**config.mk**
```make
export PLATFORM = sky130hd
export DESIGN_NAME = multicycle_alu
export DESIGN_NICKNAME = d
export VERILOG_FILES = /design/src/rtl/multicycle_alu.sv
export SDC_FILE = /design/constraint.sdc
export NUM_CORES = 1
export LEC_CHECK = 0
export ABC_AREA = 1
export BUFFER_PORTS_ARGS = -buffer_cell sky130_fd_sc_hd__buf_2
export CAP_MARGIN = 15
export CORE_MARGIN = 1.5
export CORE_UTILIZATION = 37
export CTS_BUF_LIST = sky130_fd_sc_hd__clkbuf_8
export DETAILED_ROUTE_END_ITERATION = 10
export MAX_ROUTING_LAYER = met4
export PLACE_DENSITY = 0.6
export SLEW_MARGIN = 20
export SYNTH_ARGS = -nofsm -noshare
export SYNTH_HDL_FRONTEND = slang
export SYNTH_SLANG_ARGS = --single-unit
```
**constraint.sdc**
```tcl
create_clock -name clk_i -period 8 [get_ports clk_i]
set_input_delay 0.8 -clock clk_i [delete_from_list [all_inputs] [get_ports clk_i]]
set_output_delay 0.8 -clock clk_i [all_outputs]
set_load 0.02 [all_outputs]
```
**src/rtl/multicycle_alu.sv**
```systemverilog
// ---------------------------------------------------------------------------
// multicycle_alu : ALU with single-cycle ADD/SUB/AND/OR and iterative unsigned
//                  MUL/DIV/MOD behind a start/busy/done handshake.
// Revision       : 1.0
// ---------------------------------------------------------------------------
`timescale 1ns/1ps
`default_nettype none

module multicycle_alu #(
   parameter int N  = 32,
   parameter int CW = $clog2(N) + 1
) (
   input  logic         clk_i,
   input  logic         rst_ni,
   input  logic         start_i,
   input  logic [N-1:0] a_i,
   input  logic [N-1:0] b_i,
   input  logic [2:0]   opcode_i,
   output logic         busy_o,
   output logic         done_o,
   output logic [N-1:0] result_o,
   output logic [3:0]   flags_o
);

   localparam logic [2:0] OP_ADD = 3'b000;
   localparam logic [2:0] OP_SUB = 3'b001;
   localparam logic [2:0] OP_AND = 3'b010;
   localparam logic [2:0] OP_OR  = 3'b011;
   localparam logic [2:0] OP_MUL = 3'b100;
   localparam logic [2:0] OP_DIV = 3'b101;
   localparam logic [2:0] OP_MOD = 3'b110;

   typedef enum logic [1:0] {
      S_IDLE = 2'd0,
      S_MUL  = 2'd1,
      S_DIV  = 2'd2,
      S_DONE = 2'd3
   } state_t;

   state_t         state_q, state_d;
   logic [N-1:0]   a_q, a_d;
   logic [N-1:0]   b_q, b_d;
   logic [2:0]     op_q, op_d;
   logic [CW-1:0]  cnt_q, cnt_d;
   logic [N-1:0]   hi_q, hi_d;
   logic [N-1:0]   rem_q, rem_d;
   logic [N-1:0]   result_q, result_d;
   logic [3:0]     flags_q, flags_d;

   logic [N:0]     add_full;
   logic [N-1:0]   sub_res;
   logic [N-1:0]   alu_res;
   logic           alu_c;
   logic           alu_v;

   always_comb begin
      add_full = {1'b0, a_i} + {1'b0, b_i};
      sub_res  = a_i - b_i;
      alu_res  = '0;
      alu_c    = 1'b0;
      alu_v    = 1'b0;
      case (opcode_i)
         OP_ADD: begin
            alu_res = add_full[N-1:0];
            alu_c   = add_full[N];
            alu_v   = (a_i[N-1] == b_i[N-1]) && (add_full[N-1] != a_i[N-1]);
         end
         OP_SUB: begin
            alu_res = sub_res;
            alu_c   = (a_i >= b_i);
            alu_v   = (a_i[N-1] != b_i[N-1]) && (sub_res[N-1] != a_i[N-1]);
         end
         OP_AND:  alu_res = a_i & b_i;
         OP_OR:   alu_res = a_i | b_i;
         default: alu_res = '0;
      endcase
   end

   // Multiplier: {hi_q, b_q} is the 2N-bit accumulator; product bits shift
   // into the top of b_q as multiplier bits leave from its bottom.
   logic [N:0]     mul_sum;
   logic [N-1:0]   mul_lo;

   assign mul_sum = {1'b0, hi_q} + {1'b0, (b_q[0] ? a_q : {N{1'b0}})};
   assign mul_lo  = {mul_sum[0], b_q[N-1:1]};

   // Restoring divider: a_q shifts the dividend out MSB-first while quotient
   // bits shift in at its LSB.
   logic [N:0]     rem_sh;
   logic [N-1:0]   rem_sub;
   logic           q_bit;
   logic [N-1:0]   rem_nxt;
   logic [N-1:0]   quo_nxt;
   logic [N-1:0]   div_res;

   assign rem_sh  = {rem_q, a_q[N-1]};
   assign rem_sub = rem_sh[N-1:0] - b_q;
   assign q_bit   = (rem_sh >= {1'b0, b_q});
   assign rem_nxt = q_bit ? rem_sub : rem_sh[N-1:0];
   assign quo_nxt = {a_q[N-2:0], q_bit};
   assign div_res = (op_q == OP_MOD) ? rem_nxt : quo_nxt;

   always_comb begin
      state_d  = state_q;
      a_d      = a_q;
      b_d      = b_q;
      op_d     = op_q;
      cnt_d    = cnt_q;
      hi_d     = hi_q;
      rem_d    = rem_q;
      result_d = result_q;
      flags_d  = flags_q;
      case (state_q)
         S_IDLE, S_DONE: begin
            if (start_i) begin
               a_d   = a_i;
               b_d   = b_i;
               op_d  = opcode_i;
               hi_d  = '0;
               rem_d = '0;
               cnt_d = CW'(N);
               case (opcode_i)
                  OP_MUL:         state_d = S_MUL;
                  OP_DIV, OP_MOD: state_d = S_DIV;
                  default: begin
                     state_d  = S_DONE;
                     result_d = alu_res;
                     flags_d  = {alu_res[N-1], (alu_res == '0), alu_c, alu_v};
                  end
               endcase
            end else begin
               state_d = S_IDLE;
            end
         end
         S_MUL: begin
            hi_d  = mul_sum[N:1];
            b_d   = mul_lo;
            cnt_d = cnt_q - CW'(1);
            if (cnt_q == CW'(1)) begin
               state_d  = S_DONE;
               result_d = mul_lo;
               flags_d  = {mul_lo[N-1], (mul_lo == '0), 1'b0, |mul_sum[N:1]};
            end
         end
         S_DIV: begin
            rem_d = rem_nxt;
            a_d   = quo_nxt;
            cnt_d = cnt_q - CW'(1);
            if (cnt_q == CW'(1)) begin
               state_d  = S_DONE;
               result_d = div_res;
               flags_d  = {div_res[N-1], (div_res == '0), 1'b0, (b_q == '0)};
            end
         end
         default: state_d = S_IDLE;
      endcase
   end

   always_ff @(posedge clk_i or negedge rst_ni) begin
      if (!rst_ni) begin
         state_q  <= S_IDLE;
         a_q      <= '0;
         b_q      <= '0;
         op_q     <= '0;
         cnt_q    <= '0;
         hi_q     <= '0;
         rem_q    <= '0;
         result_q <= '0;
         flags_q  <= '0;
      end else begin
         state_q  <= state_d;
         a_q      <= a_d;
         b_q      <= b_d;
         op_q     <= op_d;
         cnt_q    <= cnt_d;
         hi_q     <= hi_d;
         rem_q    <= rem_d;
         result_q <= result_d;
         flags_q  <= flags_d;
      end
   end

   assign busy_o   = (state_q == S_MUL) || (state_q == S_DIV);
   assign done_o   = (state_q == S_DONE);
   assign result_o = result_q;
   assign flags_o  = flags_q;

endmodule

`default_nettype wire

```
Yosys cells after proc, flatten, opt, wreduce, memory -nomap -nowiden
Index checks and enable logic that the tools add are counted.
{"block": "totals", "in_bits": 70, "elab_cells": 87, "regBits": 175}
{"block": "classes", "n_eq_ne": 20, "bitwise_logic": 2, "reduce_logical": 20, "muxes": 29, "n_lt_le_gt_ge": 2, "n_addsub": 5}
{"cell": "two-way mux 32 bit", "count": 10}
{"cell": "case mux 32 bit (2 select lines)", "count": 4}
{"cell": "zero test 32 bit", "count": 4}
{"cell": "case mux 32 bit (4 select lines)", "count": 1}
{"cell": "case mux 32 bit (3 select lines)", "count": 1}
{"cell": "adder 32 x 32 -> 33 bit", "count": 2}
{"cell": "subtractor 32 bit", "count": 2}
{"cell": ">= comparator 33 x 32 -> 1 bit", "count": 1}
{"cell": "bitwise AND 32 bit", "count": 1}
{"cell": ">= comparator 32 bit", "count": 1}
{"cell": "bitwise OR 32 bit", "count": 1}
{"cell": "OR reduction 32 bit", "count": 1}
{"cell": "two-way mux 4 bit", "count": 4}
{"cell": "equality test 3 bit, second input constant", "count": 4}
{"cell": "case mux 4 bit (3 select lines)", "count": 1}
{"cell": "case mux 6 bit (2 select lines)", "count": 1}
{"cell": "!= test 2 bit, second input constant", "count": 4}
{"cell": "case mux 2 bit (2 select lines)", "count": 2}
{"cell": "equality test 3 x 2 -> 1 bit, second input constant", "count": 2}
{"cell": "equality test 6 x 1 -> 1 bit, second input constant", "count": 1}
{"cell": "two-way mux 6 bit", "count": 1}
{"cell": "AND reduction 2 bit", "count": 3}
{"cell": "OR reduction 2 bit", "count": 3}
{"cell": "subtractor 6 x 1 -> 6 bit, second input constant", "count": 1}
{"cell": "15 further kinds", "count": 22}

Logic depth before layout (Yosys ltp)
{"block": "depth", "ltp_word": 7, "mapped_depth": 26, "mapped_depth_nobuf": 25}

Worst setup path after synthesis
Ideal clock, no wire load.
{"block": "synth_timing", "path_kind": "in2reg", "from": "input port a_i[0]", "to": "register flags_q[2] (netlist: flags_o[2])", "required_ns": 7.934, "n_path_buf": 0, "arrival_time_ns": 2.903, "slack_ns": 5.031, "setup_ns": 0.066, "stages": 18, "path_cell_list": "ha_1 > fa_1 > nand2_1 > nand2_1 > o21ai_0 > inv_1 > a21oi_1 > o21ai_1 > or2_2 > nand3_1 > nand3b_1 > nor2_1 > nand2_1 > nor2_1 > nand4_1 > nand2_1 > nand2_1 > nand2_1"}
{"block": "synth_between", "elab_chain_cells": 6, "elab_cells_between_ends": 9, "classes_between": "2 x add/sub; 4 x mux; 2 x bitwise; 1 x reduce/logical"}
{"element": "start: declaration", "line": "16", "source": "input logic [N-1:0] a_i,"}
{"element": "subtractor 32 bit, or another cell as far along", "line": "58", "source": "sub_res = a_i - b_i;"}
{"element": "case mux 32 bit (4 select lines) (*)", "line": "62", "source": "case (opcode_i)"}
{"element": "zero test 32 bit (*)", "line": "128", "source": "flags_d = {alu_res[N-1], (alu_res == '0), alu_c, alu_v};"}
{"element": "two-way mux 4 bit (*)", "line": "122", "source": "case (opcode_i)"}
{"element": "two-way mux 4 bit (*)", "line": "115", "source": "if (start_i) begin"}
{"element": "case mux 4 bit (3 select lines) (*)", "line": "113", "source": "case (state_q)"}
{"element": "end signal: assignment", "line": "179", "source": "flags_q <= flags_d;"}
{"element": "end: declaration", "line": "48", "source": "logic [3:0] flags_q, flags_d;"}
Every way passes the cells marked *; elsewhere a longest branch is shown, timed or not. The select of a mux whose other input is x is not followed.
A chain may end at the register's enable or synchronous reset.

Final worst setup path
{"block": "layout_timing", "from": "register b_q[0]", "to": "register flags_q[2] (netlist: flags_o[2])"}
{"block": "layout_between", "elab_chain_cells": 6, "elab_cells_between_ends": 11, "classes_between": "2 x add/sub; 1 x order compare; 6 x mux; 2 x reduce/logical"}
{"element": "start: declaration", "line": "42", "source": "logic [N-1:0] b_q, b_d;"}
{"element": "start signal: assignment", "line": "163", "source": "b_q <= '0;"}
{"element": "start signal: assignment", "line": "173", "source": "b_q <= b_d;"}
{"element": "subtractor 32 bit / >= comparator 33 x 32 -> 1 bit (equally long branches)", "line": "97, 98"}
{"element": "two-way mux 32 bit", "line": "99", "source": "assign rem_nxt = q_bit ? rem_sub : rem_sh[N-1:0];"}
{"element": "two-way mux 32 bit", "line": "101", "source": "assign div_res = (op_q == OP_MOD) ? rem_nxt : quo_nxt;"}
{"element": "zero test 32 bit", "line": "152", "source": "flags_d = {div_res[N-1], (div_res == '0), 1'b0, (b_q == '0)};"}
{"element": "two-way mux 4 bit", "line": "149", "source": "if (cnt_q == CW'(1)) begin"}
{"element": "case mux 4 bit (3 select lines) (*)", "line": "113"}
Marked as above.

==> flow_metrics.env <==
export IMPL_finalNetCount=3480
export IMPL_clk_latency_ns=0.56
export IMPL_cts_made_buffers=17
export IMPL_maxCapViolations=0
export IMPL_ys_types=54
export IMPL_critPathLaunchType="flip-flop"
export IMPL_crit_fanout=35
export IMPL_start_util_pct=37.3
export IMPL_dp_hpwl_microns=63900
export IMPL_p_leak_nw=11.2
export IMPL_gp_congestion=0.997
export IMPL_synth_edf_count=0
export IMPL_h_tree_depth=4
export IMPL_power_density_nw_per_um2=371
export IMPL_period_share_pct=51.5
export IMPL_overflow=0
export IMPL_yosys_top_cells_area="dfrtp_1, nand2_1, ha_1, inv_1, nand3_1"
export IMPL_numPortBuffers=107
export IMPL_drtIter0Drc=2125
export IMPL_io_pins=108
export IMPL_avgSynthCellArea_sq_um=6.10
export IMPL_ys_seq_area_share_pct=22.3
export IMPL_wire_per_inst_microns=20.2
export IMPL_syn_area_sq_um=19600
export IMPL_drive_gt1_share_pct=7.32
export IMPL_drt_first_pass_iters=6
export IMPL_critical_path_arrival_ns=4.62
export IMPL_fin_tns_setup_ns=0
export IMPL_grt_usage_pct=30.2
export IMPL_die_x_microns=233
export IMPL_route_detailed_drc=0
export IMPL_grt_max_degree=102
export IMPL_ir_worst_vdd_uv=336
export IMPL_antenna_found_initial=0
export IMPL_fin_worst_skew_ns=0.0197
export IMPL_synth_cells=3204
export IMPL_fillers=5874
export IMPL_setup_viol=0
export IMPL_dieArea_sq_um=54200
export IMPL_root_buffer="clkbuf_8"
export IMPL_via_count=21433
export IMPL_ys_flop_type="dfrtp_1"
export IMPL_yosys_warnings=0
export IMPL_rsz0062_at_grt="no"
export IMPL_ys_seq_elements=174
export IMPL_clk_path_buf_depth=2
export IMPL_finalWirelength_microns=79600
export IMPL_synth_nets=3445
export IMPL_startpoint="b_q[0]$_DFFE_PN0P_"
export IMPL_cts_sinks=174
export IMPL_area_growth_pct=7.39
export IMPL_antenna_left=0
export IMPL_cts_tree="yes"
export IMPL_cp_required_ns=8.50
export IMPL_grt_pass1_vias=20252
export IMPL_end_kind="flip-flop"
export IMPL_layout_min_cycle_time_ns=4.12
export IMPL_crit_type="flip-flop to flip-flop"
export IMPL_setup_slack_ns=3.88
export IMPL_hold_viol=0
export IMPL_status="finished clean"
export IMPL_preCtsSetupSlack_ns=3.92
export IMPL_core_sq_um=52400
export IMPL_ys_async_sr_fraction_pct=100
export IMPL_tightestPinTransition_ns=1.07
export IMPL_fmax_mhz=243
export IMPL_die_h_microns=233
export IMPL_cts_setup_buffers=0
export IMPL_postCtsHoldBufs=0
export IMPL_r2r_cells=22
export IMPL_rows=84
export IMPL_slew_violations=0
export IMPL_via_per_inst=5.44
export IMPL_synth_top_area_share_pct=22.3
export IMPL_cts_resized=0
export IMPL_hp_class="input port to async pin"
export IMPL_holdWs_ns=0.332
export IMPL_slew_headroom_pct=28.7
export IMPL_clk_pin_slew_ns=0.11
export IMPL_grt_pass1_wl_microns=120000
export IMPL_synth_top_cell_by_area="dfrtp_1"
export IMPL_r2r_start="b_q[0]$_DFFE_PN0P_"
[metal layers]
layer	GRT usage, %	part of all wire, %	up-vias
met5	-	0	-
met4	10.6	3.4	0
met3	3.08	5.7	126
met2	48.2	46	813
met1	39.5	45	10052
li1	-	-	10442
[cell type report]
class                           instances  area, sq um  area share (%)
Multi-Input combinational cell       2436        12900            61.5
Sequential cell                       174         4350            20.7
Inverter                              486         1830            8.69
Tap cell                              688          861            4.10
Timing Repair Buffer                  124          676            3.22
Clock buffer                           18          248            1.18
Clock inverter                         13          115           0.548
Antenna cell                            1         2.50          0.0119
[cells in the mapped netlist (2+ instances only)]
cell type	count
nand2_1	961
inv_1	473
nand3_1	269
o21ai_0	264
nor2_1	240
dfrtp_1	174
a21oi_1	170
ha_1	167
clkbuf_1	76
o211ai_1	75
nor3_1	35
nand4_1	31
nand3_2	27
xor2_1	27
nand3b_1	24
o22ai_1	16
buf_1	11
buf_2	11
nand2_2	10
nor4_1	10
o21a_1	10
xnor2_1	10
and2_1	9
inv_2	9
o21bai_1	9
a31oi_1	8
o21ai_2	8
a21o_1	7
o21ai_1	7
buf_6	6
nor2_2	6
a21boi_0	4
a21oi_2	4
clkinv_1	4
fa_1	4
nor2_4	4
o2111ai_1	3
clkbuf_2	2
nand2_8	2
o221ai_1	2
or2_2	2
[state kept, by name (all words and copies together) (netlist names)]
signal / flops
a_q: 32
b_q: 32
hi_q: 32
rem_q: 32
result_o: 32
cnt_q: 6
flags_o: 3
op_q: 3
state_q: 2
[power breakdown]
part	total [W]	switching, W	internal [W]
sequential	0.00160	0.000348	0.00125
combinational	0.00555	0.00394	0.00160
clock	0.000653	0.000399	0.000254
[logic make-up (layout without fill, tap and decap cells)]
family,Yosys count,count (layout),share of synthesized area [%]
other,0,1,0
flip-flops,174,174,22.3
buffers and inverters,594,641,11.8
adder cells (fa/ha/maj),171,171,11.1
XOR/XNOR,37,37,1.66
AND/OR/NAND/NOR,1637,1637,36.2
AO/OA/AOI/OAI,590,590,17.0
multiplexers,1,1,0.0512
[worst paths after layout]
path                                      endpoint  slack, ns
max reg2reg                 flags_o[2]$_DFFE_PN0P_       3.88
max in group asynchronous      a_q[19]$_DFFE_PN0P_       6.37
min in group clk_i         result_o[9]$_DFFE_PN0P_       0.49
min reg2reg                result_o[9]$_DFFE_PN0P_       0.49
max                         flags_o[2]$_DFFE_PN0P_       3.88
min                            hi_q[7]$_DFFE_PN0P_       0.33
[worst max-delay path, stage by stage, from the launching register on]
cell and delay (ns):
dfrtp_1 1.06, ha_1 0.40, nand2_1 0.09, nor2_1 0.04, nand3_1 0.08, nor2_1 0.05, nand2_1 0.07, nand2_2 0.08
nor2_8 0.47, nand2_8 0.28, inv_2 0.23, nand2_1 0.09, nand3_1 0.10, nand2_1 0.14, nor2_1 0.18, nand3_1 0.11
nor2_1 0.10, nand2_1 0.05, nand2_1 0.05, nand2_1 0.09, nand2_1 0.11, nand2_1 0.05, nand2_1 0.09
[through the flow]
stage                     power [W]  util, %  instance area, sq um  instances
final                       0.00780     40.0                 21000       3940
after global routing        0.00846     40.0                 21000       3939
after CTS                   0.00773     40.0                 21000       3939
after detailed placement    0.00704     39.3                 20600       3908
after global placement      0.00705     39.3                 20600       3908
after floorplan             0.00540        -                 19600       3204
[placed cells by master, fill, tap and decap left out, types with 27 or more instances in the layout]
cell type,Yosys,final
nand4_1,31,31
nor3_1,35,34
dfrtp_1,174,174
nand2_1,961,959
nand3_1,269,269
xor2_1,27,27
nand3_2,27,27
buf_2,11,106
o211ai_1,75,75
ha_1,167,165
nor2_1,240,240
inv_1,473,473
o21ai_0,264,264
a21oi_1,170,169
Note: power is estimated with default switching activity, not from simulation.
